<file path="src/rtl/systolic_tile_ctrl_if.sv">
`default_nettype none
// ---------------------------------------------------------------------------
// systolic_tile_ctrl_if : scheduler handshake plus RAM / PE control bundle
// Rev 1.0
// ---------------------------------------------------------------------------
interface systolic_tile_ctrl_if #(
  parameter int N      = 2,
  parameter int ADDR_W = 8,
  parameter int K_W    = 8
) ();
  logic                  start;
  logic [K_W-1:0]        k_len;
  logic [ADDR_W-1:0]     base_w;
  logic [ADDR_W-1:0]     base_a;
  logic                  stall;
  logic                  busy;
  logic                  done;
  logic [N*ADDR_W-1:0]   ram_w_addr;
  logic [N*ADDR_W-1:0]   ram_a_addr;
  logic [N-1:0]          ram_w_rden;
  logic [N-1:0]          ram_a_rden;
  logic [N*N-1:0]        en_mult;
  logic [N*N-1:0]        clr_mult;
  logic [N*N-1:0]        en_accum;
  logic [N*N-1:0]        clr_accum;

  modport master (
    output start, k_len, base_w, base_a, stall,
    input  busy, done, ram_w_addr, ram_a_addr, ram_w_rden, ram_a_rden,
    input  en_mult, clr_mult, en_accum, clr_accum
  );

  modport slave (
    input  start, k_len, base_w, base_a, stall,
    output busy, done, ram_w_addr, ram_a_addr, ram_w_rden, ram_a_rden,
    output en_mult, clr_mult, en_accum, clr_accum
  );
endinterface
`default_nettype wire

</file>
<file path="src/rtl/systolic_tile_ctrl.sv">
`default_nettype none
// ---------------------------------------------------------------------------
// systolic_tile_ctrl : skewed RAM-read and PE-enable sequencer for an NxN tile
// Rev 1.0
// ---------------------------------------------------------------------------
module systolic_tile_ctrl #(
  parameter int N       = 2,
  parameter int ADDR_W  = 8,
  parameter int K_W     = 8,
  parameter int RD_LAT  = 1,
  parameter int MUL_LAT = 1
) (
  input  wire logic            clk,
  input  wire logic            rst_n,
  systolic_tile_ctrl_if.slave  bus
);

  localparam int SKEW = 2 * (N - 1) + RD_LAT + MUL_LAT;
  localparam int TMAX = (1 << K_W) - 1 + SKEW;
  localparam int T_W  = $clog2(TMAX + 1);
  // one spare bit so window upper bounds never wrap
  localparam int C_W  = T_W + 1;

  typedef enum logic [2:0] {
    S_IDLE  = 3'd0,
    S_CLR   = 3'd1,
    S_RUN   = 3'd2,
    S_STALL = 3'd3,
    S_DONE  = 3'd4
  } state_t;

  state_t              state_q;
  logic [T_W-1:0]      t_q;
  logic [K_W-1:0]      k_q;
  logic [ADDR_W-1:0]   bw_q;
  logic [ADDR_W-1:0]   ba_q;
  logic [ADDR_W-1:0]   w_addr_q [N];
  logic [ADDR_W-1:0]   a_addr_q [N];

  logic                w_active;
  logic                w_last;
  logic [C_W-1:0]      w_t;
  logic [C_W-1:0]      w_k;
  logic [N-1:0]        w_w_rden;
  logic [N-1:0]        w_a_rden;
  logic [ADDR_W-1:0]   w_w_addr [N];
  logic [ADDR_W-1:0]   w_a_addr [N];
  logic [N*N-1:0]      w_en_mult;
  logic [N*N-1:0]      w_en_accum;

  assign w_t = C_W'(t_q);
  assign w_k = C_W'(k_q);

  // STALL only differs from RUN while stall is still high; a released stall issues this cycle
  assign w_active = ((state_q == S_RUN) || (state_q == S_STALL)) && !bus.stall;
  assign w_last   = (w_t + C_W'(1)) == (w_k + C_W'(SKEW));

  generate
    for (genvar l = 0; l < N; l++) begin : g_line
      assign w_w_rden[l] = w_active && (w_t >= C_W'(l)) && (w_t < C_W'(l) + w_k);
      assign w_a_rden[l] = w_w_rden[l];
      assign w_w_addr[l] = bw_q + ADDR_W'(w_t - C_W'(l));
      assign w_a_addr[l] = ba_q + ADDR_W'(w_t - C_W'(l));

      assign bus.ram_w_addr[l*ADDR_W +: ADDR_W] = w_w_rden[l] ? w_w_addr[l] : w_addr_q[l];
      assign bus.ram_a_addr[l*ADDR_W +: ADDR_W] = w_a_rden[l] ? w_a_addr[l] : a_addr_q[l];
    end

    for (genvar i = 0; i < N; i++) begin : g_row
      for (genvar j = 0; j < N; j++) begin : g_col
        localparam int M0 = i + j + RD_LAT;
        localparam int A0 = M0 + MUL_LAT;
        assign w_en_mult[i*N+j]  = w_active && (w_t >= C_W'(M0)) && (w_t < C_W'(M0) + w_k);
        assign w_en_accum[i*N+j] = w_active && (w_t >= C_W'(A0)) && (w_t < C_W'(A0) + w_k);
      end
    end
  endgenerate

  assign bus.ram_w_rden = w_w_rden;
  assign bus.ram_a_rden = w_a_rden;
  assign bus.en_mult    = w_en_mult;
  assign bus.en_accum   = w_en_accum;
  assign bus.clr_mult   = {(N*N){state_q == S_CLR}};
  assign bus.clr_accum  = {(N*N){state_q == S_CLR}};
  assign bus.busy       = (state_q != S_IDLE);
  assign bus.done       = (state_q == S_DONE);

  always_ff @(posedge clk or negedge rst_n) begin
    if (!rst_n) begin
      state_q <= S_IDLE;
      t_q     <= '0;
      k_q     <= '0;
      bw_q    <= '0;
      ba_q    <= '0;
      for (int l = 0; l < N; l++) begin
        w_addr_q[l] <= '0;
        a_addr_q[l] <= '0;
      end
    end else begin
      for (int l = 0; l < N; l++) begin
        if (w_w_rden[l]) w_addr_q[l] <= w_w_addr[l];
        if (w_a_rden[l]) a_addr_q[l] <= w_a_addr[l];
      end

      case (state_q)
        S_IDLE: begin
          if (bus.start) begin
            k_q     <= bus.k_len;
            bw_q    <= bus.base_w;
            ba_q    <= bus.base_a;
            state_q <= (bus.k_len == '0) ? S_DONE : S_CLR;
          end
        end
        S_CLR: begin
          t_q     <= '0;
          state_q <= S_RUN;
        end
        S_RUN, S_STALL: begin
          if (bus.stall) begin
            state_q <= S_STALL;
          end else if (w_last) begin
            state_q <= S_DONE;
          end else begin
            t_q     <= t_q + T_W'(1);
            state_q <= S_RUN;
          end
        end
        S_DONE:  state_q <= S_IDLE;
        default: state_q <= S_IDLE;
      endcase
    end
  end

endmodule
`default_nettype wire

</file>
<file path="src/flat_wrapper.sv">
// flat-port wrapper written by rule: the top's interface ports become plain ports
module systolic_tile_ctrl_flat 
#(
  parameter int N       = 2,
  parameter int ADDR_W  = 8,
  parameter int K_W     = 8,
  parameter int RD_LAT  = 1,
  parameter int MUL_LAT = 1
)
  (clk, rst_n, bus_start, bus_k_len, bus_base_w, bus_base_a, bus_stall, bus_busy, bus_done, bus_ram_w_addr, bus_ram_a_addr, bus_ram_w_rden, bus_ram_a_rden, bus_en_mult, bus_clr_mult, bus_en_accum, bus_clr_accum);
  systolic_tile_ctrl_if #(.N(N), .ADDR_W(ADDR_W), .K_W(K_W)) bus_i ();
  input  wire logic clk;
  input  wire logic rst_n;
  input wire logic [$bits(bus_i.start)-1:0] bus_start;
  input wire logic [$bits(bus_i.k_len)-1:0] bus_k_len;
  input wire logic [$bits(bus_i.base_w)-1:0] bus_base_w;
  input wire logic [$bits(bus_i.base_a)-1:0] bus_base_a;
  input wire logic [$bits(bus_i.stall)-1:0] bus_stall;
  output wire logic [$bits(bus_i.busy)-1:0] bus_busy;
  output wire logic [$bits(bus_i.done)-1:0] bus_done;
  output wire logic [$bits(bus_i.ram_w_addr)-1:0] bus_ram_w_addr;
  output wire logic [$bits(bus_i.ram_a_addr)-1:0] bus_ram_a_addr;
  output wire logic [$bits(bus_i.ram_w_rden)-1:0] bus_ram_w_rden;
  output wire logic [$bits(bus_i.ram_a_rden)-1:0] bus_ram_a_rden;
  output wire logic [$bits(bus_i.en_mult)-1:0] bus_en_mult;
  output wire logic [$bits(bus_i.clr_mult)-1:0] bus_clr_mult;
  output wire logic [$bits(bus_i.en_accum)-1:0] bus_en_accum;
  output wire logic [$bits(bus_i.clr_accum)-1:0] bus_clr_accum;
  assign bus_i.start = bus_start;
  assign bus_i.k_len = bus_k_len;
  assign bus_i.base_w = bus_base_w;
  assign bus_i.base_a = bus_base_a;
  assign bus_i.stall = bus_stall;
  assign bus_busy = bus_i.busy;
  assign bus_done = bus_i.done;
  assign bus_ram_w_addr = bus_i.ram_w_addr;
  assign bus_ram_a_addr = bus_i.ram_a_addr;
  assign bus_ram_w_rden = bus_i.ram_w_rden;
  assign bus_ram_a_rden = bus_i.ram_a_rden;
  assign bus_en_mult = bus_i.en_mult;
  assign bus_clr_mult = bus_i.clr_mult;
  assign bus_en_accum = bus_i.en_accum;
  assign bus_clr_accum = bus_i.clr_accum;
  systolic_tile_ctrl #(.N(N), .ADDR_W(ADDR_W), .K_W(K_W), .RD_LAT(RD_LAT), .MUL_LAT(MUL_LAT)) u_core (.clk(clk), .rst_n(rst_n), .bus(bus_i));
endmodule
</file>
<file path="config.mk">
export PLATFORM = sky130hd
export DESIGN_NAME = systolic_tile_ctrl_flat
export DESIGN_NICKNAME = d
export VERILOG_FILES = /design/src/rtl/systolic_tile_ctrl_if.sv /design/src/rtl/systolic_tile_ctrl.sv /design/src/flat_wrapper.sv
export SDC_FILE = /design/constraint.sdc
export NUM_CORES = 1
export LEC_CHECK = 0
export BUFFER_PORTS_ARGS = -buffer_cell sky130_fd_sc_hd__buf_2
export CAP_MARGIN = 20
export CORE_ASPECT_RATIO = 0.9
export CORE_MARGIN = 2
export CORE_UTILIZATION = 59
export DETAILED_ROUTE_END_ITERATION = 8
export GPL_TIMING_DRIVEN = 0
export HOLD_SLACK_MARGIN = 0.05
export PLACE_DENSITY_LB_ADDON = 0.3
export SYNTH_ARGS = -nofsm -noshare
export SYNTH_HDL_FRONTEND = slang
export SYNTH_SLANG_ARGS = --single-unit
</file>
<file path="constraint.sdc">
create_clock -name clk -period 3.8 [get_ports clk]
set_clock_uncertainty 0.05 [all_clocks]
set_input_delay 0.19 -clock clk [delete_from_list [all_inputs] [get_ports clk]]
set_output_delay 0.19 -clock clk [all_outputs]
set_load 0.05 [all_outputs]
</file>
==> results of run 1 <==
## critical path: stages (launching register included)
cell and delay, ns:
dfrtp_2 0.38, clkbuf_4 0.22, clkinvlp_4 0.12, ha_1 0.32, inv_2 0.18, ha_1 0.26
a21o_1 0.18, a21oi_1 0.20, nor2b_1 0.07, o21a_1 0.21, o41ai_2 0.29, xnor2_1 0.11
mux2_2 0.28, buf_2 0.21
## repair_timing
| action | in CTS | in global routing |
|---|---|---|
| endpoints found under the hold margin | 92 | 0 |
| endpoints found under the setup margin | 14 | 27 |
| cloned | 0 | 0 |
| hold buffers | 25 | 0 |
| buffers inserted | 2 | 3 |
| gates resized for setup | 12 | 11 |
## cells by family after synthesis
family / count (synthesis) / synth area share
fa+ha+maj: 84 / 0.188
mux: 54 / 0.109
buf+inv: 64 / 0.0562
simple gates: 137 / 0.128
compound gates: 106 / 0.131
xor+xnor: 58 / 0.0909
flops: 68 / 0.296
## final timing paths
path	endpoint	slack, ns
setup / recovery	bus_ram_a_addr[15]	0.14
hold / removal	u_core.state_q[0]$_DFFE_PN0P_	0.08
setup reg to reg	u_core.t_q[8]$_DFFE_PN0P_	0.79
hold reg to reg	u_core.w_addr_q[13]$_DFF_PN0_	0.44
max in group asynchronous	u_core.k_q[2]$_DFFE_PN0P_	2.65
min in group asynchronous	u_core.w_addr_q[4]$_DFF_PN0_	0.42
## routing by layer
| metal | vias up | wire length, um | global-route usage |
|---|---|---|---|
| li1 | 2272 | - | - |
| met1 | 2340 | 6370 | 0.382 |
| met2 | 191 | 7500 | 0.498 |
| met3 | 34 | 910 | 0.0637 |
| met4 | 0 | 311 | 0.0937 |
| met5 | - | 0 | 0 |
## through the flow
stage          setup WS [ns]  setup TNS [ns]  cell area, um^2  std cells
6_report               0.142               0             6860        823
5_1_grt              -0.0112         -0.0112             6860        823
4_1_cts               0.0264               0             6810        821
3_5_place_dp          -0.248          -0.492             6310        778
3_3_place_gp          -0.177          -0.312             6300        778
2_1_floorplan          0.518               0             5740        571
## flip-flops by register name, summed over array words and instances, names as in the netlist
register and count:
u_core.t_q 9, u_core.k_q 8, u_core.w_addr_q 16, u_core.state_q 3, u_core.ba_q 8, u_core.bw_q 8
u_core.a_addr_q 16
## layout by cell type, fill, tap and decap left out, types with 20 or more instances in the layout
cell           synthesis  layout
a21o_1                20      20
buf_2                  6      85
buf_4                 16      22
dfrtp_1               68      62
dlygate4sd3_1          0      25
ha_1                  80      78
inv_1                 28      25
mux2_2                34      34
nand2_1               28      28
nor2_1                26      25
o21ai_0               23      23
xnor2_1               48      47
## final cells by class
cell class / instances / area [um^2]
Buffer: 34 / 218
Clock buffer: 12 / 155
Clock inverter: 4 / 47.5
Fill cell: 733 / 2720
Inverter: 29 / 116
Multi-Input combinational cell: 439 / 3760
Sequential cell: 68 / 1710
Tap cell: 126 / 158
Timing Repair Buffer: 111 / 696
==> reports/metrics.cfg, run 1 <==
[drt]
num_vias=4837
drtIter0Drc=300
avgRoutedWirePerCell_um=18.3
first_pass_iters=5
via_per_inst=5.88
wl_um=15100
drc=0
ant_nets=0

[synth]
ys_types=61
synth.most_common_cell=ha_1
ys_async_sr_fraction=1.00
syn_avg_cell_area_um2=10.1
synth_edf_count=0
yosysSeqAreaShare=0.296
synthTopCellsByArea=dfrtp_1, ha_1, xnor2_1
synth_area_um2=5740
ys_warn_count=0
synth.ff_latch_count=68
synthCells=571
ys.flop_type=dfrtp_1
synth_top_area_share=0.296
synth_commonest_cells=ha_1, dfrtp_1, xnor2_1, mux2_2
synth_area_leader_cell=dfrtp_1
syn_nets=683

[clock_network]
clockBufferDepth=2
cts-buffers-inserted=9
path_clk_slew_ns=0.08
tritoncts=done
clock_latency_ns=0.37
cts_root_buf=clkbuf_8
htreeDepth=3
clkSinkCount=68

[run_status]
outcome=finished, final reports clean

[run]
drv_cap=0

[placement]
port_buffers=81
gp_congestion=0.923
dpl.hpwl_um=11000

[global_route]
grt_max_degree=69
grt_usage=0.298
antenna_found_initial=0
grt_overflow=0
grt_pass1_vias=4869
grt_pass1_wl_um=24000

[worst_hold_path]
holdCritStartpoint=bus_stall
hp-class=in2reg
whs_path_depth=3

[worst_setup_path]
worstPathArrival_ns=3.42
regToRegStartpoint=u_core.t_q[4]$_DFFE_PN0P_
crit_start=u_core.t_q[1]$_DFFE_PN0P_
required_ns=3.56
setup.worst_path.start_class=flip-flop
cp-end-kind=output port
critical_path_class=reg2out
r2r_cells=8
path_max_fanout=9

[floorplanning]
core_um2=9570
ioPinCount=82
row_count=34
die_area_um2=10500
die_w_um=108
die_y_um=97.6
initial_core_util=0.600

[timing]
final_max_slew_viol_count=0
worst_slew_pin_slew_ns=0.864
min_period_over_period=0.963
clock.fmax_mhz=273
setup_viol=0
slew_headroom=0.424
hold_viol=0
whs_ns=0.0751
min_period_ns=3.66

[cells_and_area]
final_util=0.716
fin_nets=804
syn2layout_area_growth_pct=19.4
antenna_cells=0
drive_above_1_share=0.283

Power of run 1 is left out: the tool's default activity adds up to more than one toggle a clock period on the data nets, which glitch-free logic cannot reach.
==> run 2: changes to the inputs <==
--- a/config.mk
+++ b/config.mk
@@ -14,6 +14,7 @@
 export GPL_TIMING_DRIVEN = 0
 export HOLD_SLACK_MARGIN = 0.05
 export PLACE_DENSITY_LB_ADDON = 0.3
+export SETUP_SLACK_MARGIN = 0.15
 export SYNTH_ARGS = -nofsm -noshare
 export SYNTH_HDL_FRONTEND = slang
 export SYNTH_SLANG_ARGS = --single-unit
==> run 2 against run 1 <==
Effect of this change:
- routed wire length grew 2.9%
- die area unchanged
- first-iteration DRC count increased by 5.3%
- worst hold slack better by 0.0021 ns
- final area grew 2.5%
- setup slack improved by 0.054 ns
- register-to-register slack improved by 0.05 ns
- critical path depth unchanged
- flip-flop and latch count did not move
- final cell count up 1.1%
- non-clock buffer count up 9
- largest cell class unchanged
==> reports/metrics.cfg, run 2 (same netlist as run 1, synthesis figures left out) <==
[run_status]
outcome=finished, final reports clean

[floorplanning]
initial_core_util=0.600
row_count=34
die_area_um2=10500
core_um2=9570
die_y_um=97.6
ioPinCount=82
die_w_um=108

[global_route]
antenna_found_initial=0
grt_max_degree=69
grt_pass1_wl_um=24100
grt_pass1_vias=4873
grt_usage=0.298
grt_overflow=0

[run]
drv_cap=0

[timing]
setup_viol=0
whs_ns=0.0771
grt_setup_unrepaired=false
hold_viol=0
min_period_ns=3.60
timing.final.ws_setup_ns=0.196
worst_slew_pin_slew_ns=0.866
slew_headroom=0.423
tns_ns=0
min_period_over_period=0.948
final_max_slew_viol_count=0
clock.fmax_mhz=277

[worst_setup_path]
setup.worst_path.start_class=flip-flop
worstPathArrival_ns=3.36
required_ns=3.56
crit_start=u_core.k_q[2]$_DFFE_PN0P_
path_max_fanout=12
critical_path_class=reg2out
rrSetupSlack_ns=0.84
regToRegStartpoint=u_core.k_q[2]$_DFFE_PN0P_
cp-end-kind=output port

[cells_and_area]
layout_common_cells=buf_2, ha_1, dfrtp_1, xnor2_1, buf_4
antenna_cells=0
fin_nets=813
final_common_cell=buf_2
drive_above_1_share=0.309
syn2layout_area_growth_pct=22.4
reg_top3=u_core.a_addr_q (16), u_core.w_addr_q (16), u_core.t_q (9)

[worst_hold_path]
holdCritStartpoint=bus_stall
hp-class=in2reg

[clock_network]
clkSinkCount=68
clock_latency_ns=0.37
cts_root_buf=clkbuf_8
tritoncts=done
cts-buffers-inserted=9
htreeDepth=3
clockBufferDepth=2
path_clk_slew_ns=0.08

[drt]
via_per_inst=5.94
drc=0
first_pass_iters=5
ant_nets=0
wl_um=15500
drtIter0Drc=316
avgRoutedWirePerCell_um=18.7
num_vias=4941

[placement]
gp_congestion=0.923
dpl.hpwl_um=11000
post-place-ws_ns=-0.248
port_buffers=81

==> run 2: cell count changes in the layout (fill, tap and decap cells not counted), sizes merged <==
cell | before | now
buf | 109 | 118
==> run 2: routing by layer <==
layer / wire, um / up-vias / global-route usage
met5: 0 / - / 0
met4: 437 / 0 / 0.0907
met3: 864 / 52 / 0.0637
met2: 7760 / 191 / 0.500
met1: 6480 / 2408 / 0.383
li1: - / 2290 / -
==> run 2: final timing paths <==
check | to | depth (start not counted)
setup / recovery | bus_ram_w_addr[12] | 13
hold reg to reg | u_core.w_addr_q[13]$_DFF_PN0_ | 1
max in group asynchronous | u_core.k_q[2]$_DFFE_PN0P_ | 2
min in group asynchronous | u_core.w_addr_q[4]$_DFF_PN0_ | 2
hold / removal | u_core.state_q[0]$_DFFE_PN0P_ | 3
setup reg to reg | u_core.a_addr_q[5]$_DFF_PN0_ | 12
==> run 2: cell type report <==
cell class	count	area [um^2]
Fill cell	694	2540
Clock buffer	12	155
Buffer	35	241
Timing Repair Buffer	119	768
Tap cell	126	158
Inverter	29	119
Multi-Input combinational cell	439	3820
Sequential cell	68	1720
Clock inverter	4	47.5
==> run 2: critical path, stage by stage (launching register included) <==
cell     delay, ns
dfrtp_2       0.48
ha_4          0.20
nand3_2       0.14
nor2_4        0.17
nand2_1       0.10
ha_1          0.33
nand4_1       0.11
o21ai_0       0.10
nor4_1        0.32
o21a_1        0.19
buf_6         0.16
buf_12        0.16
mux2_4        0.31
buf_2         0.21
==> run 2: what timing repair did <==
item	in CTS	in global routing
hold buffers	25	0
buffers inserted	2	11
resized for setup	21	36
endpoints found under the hold margin	92	0
pin swaps	1	5
endpoints found under the setup margin	29	27
==> run 2: per-stage QoR <==
| stage | area [um^2] | utilization | instances |
|---|---|---|---|
| 2_1_floorplan | 5740 | - | 571 |
| 3_3_place_gp | 6300 | 0.659 | 778 |
| 3_5_place_dp | 6310 | 0.659 | 778 |
| 4_1_cts | 6840 | 0.715 | 821 |
| 5_1_grt | 7030 | 0.734 | 832 |
| 6_report | 7030 | 0.734 | 832 |
Power of run 2 is left out for the same reason.
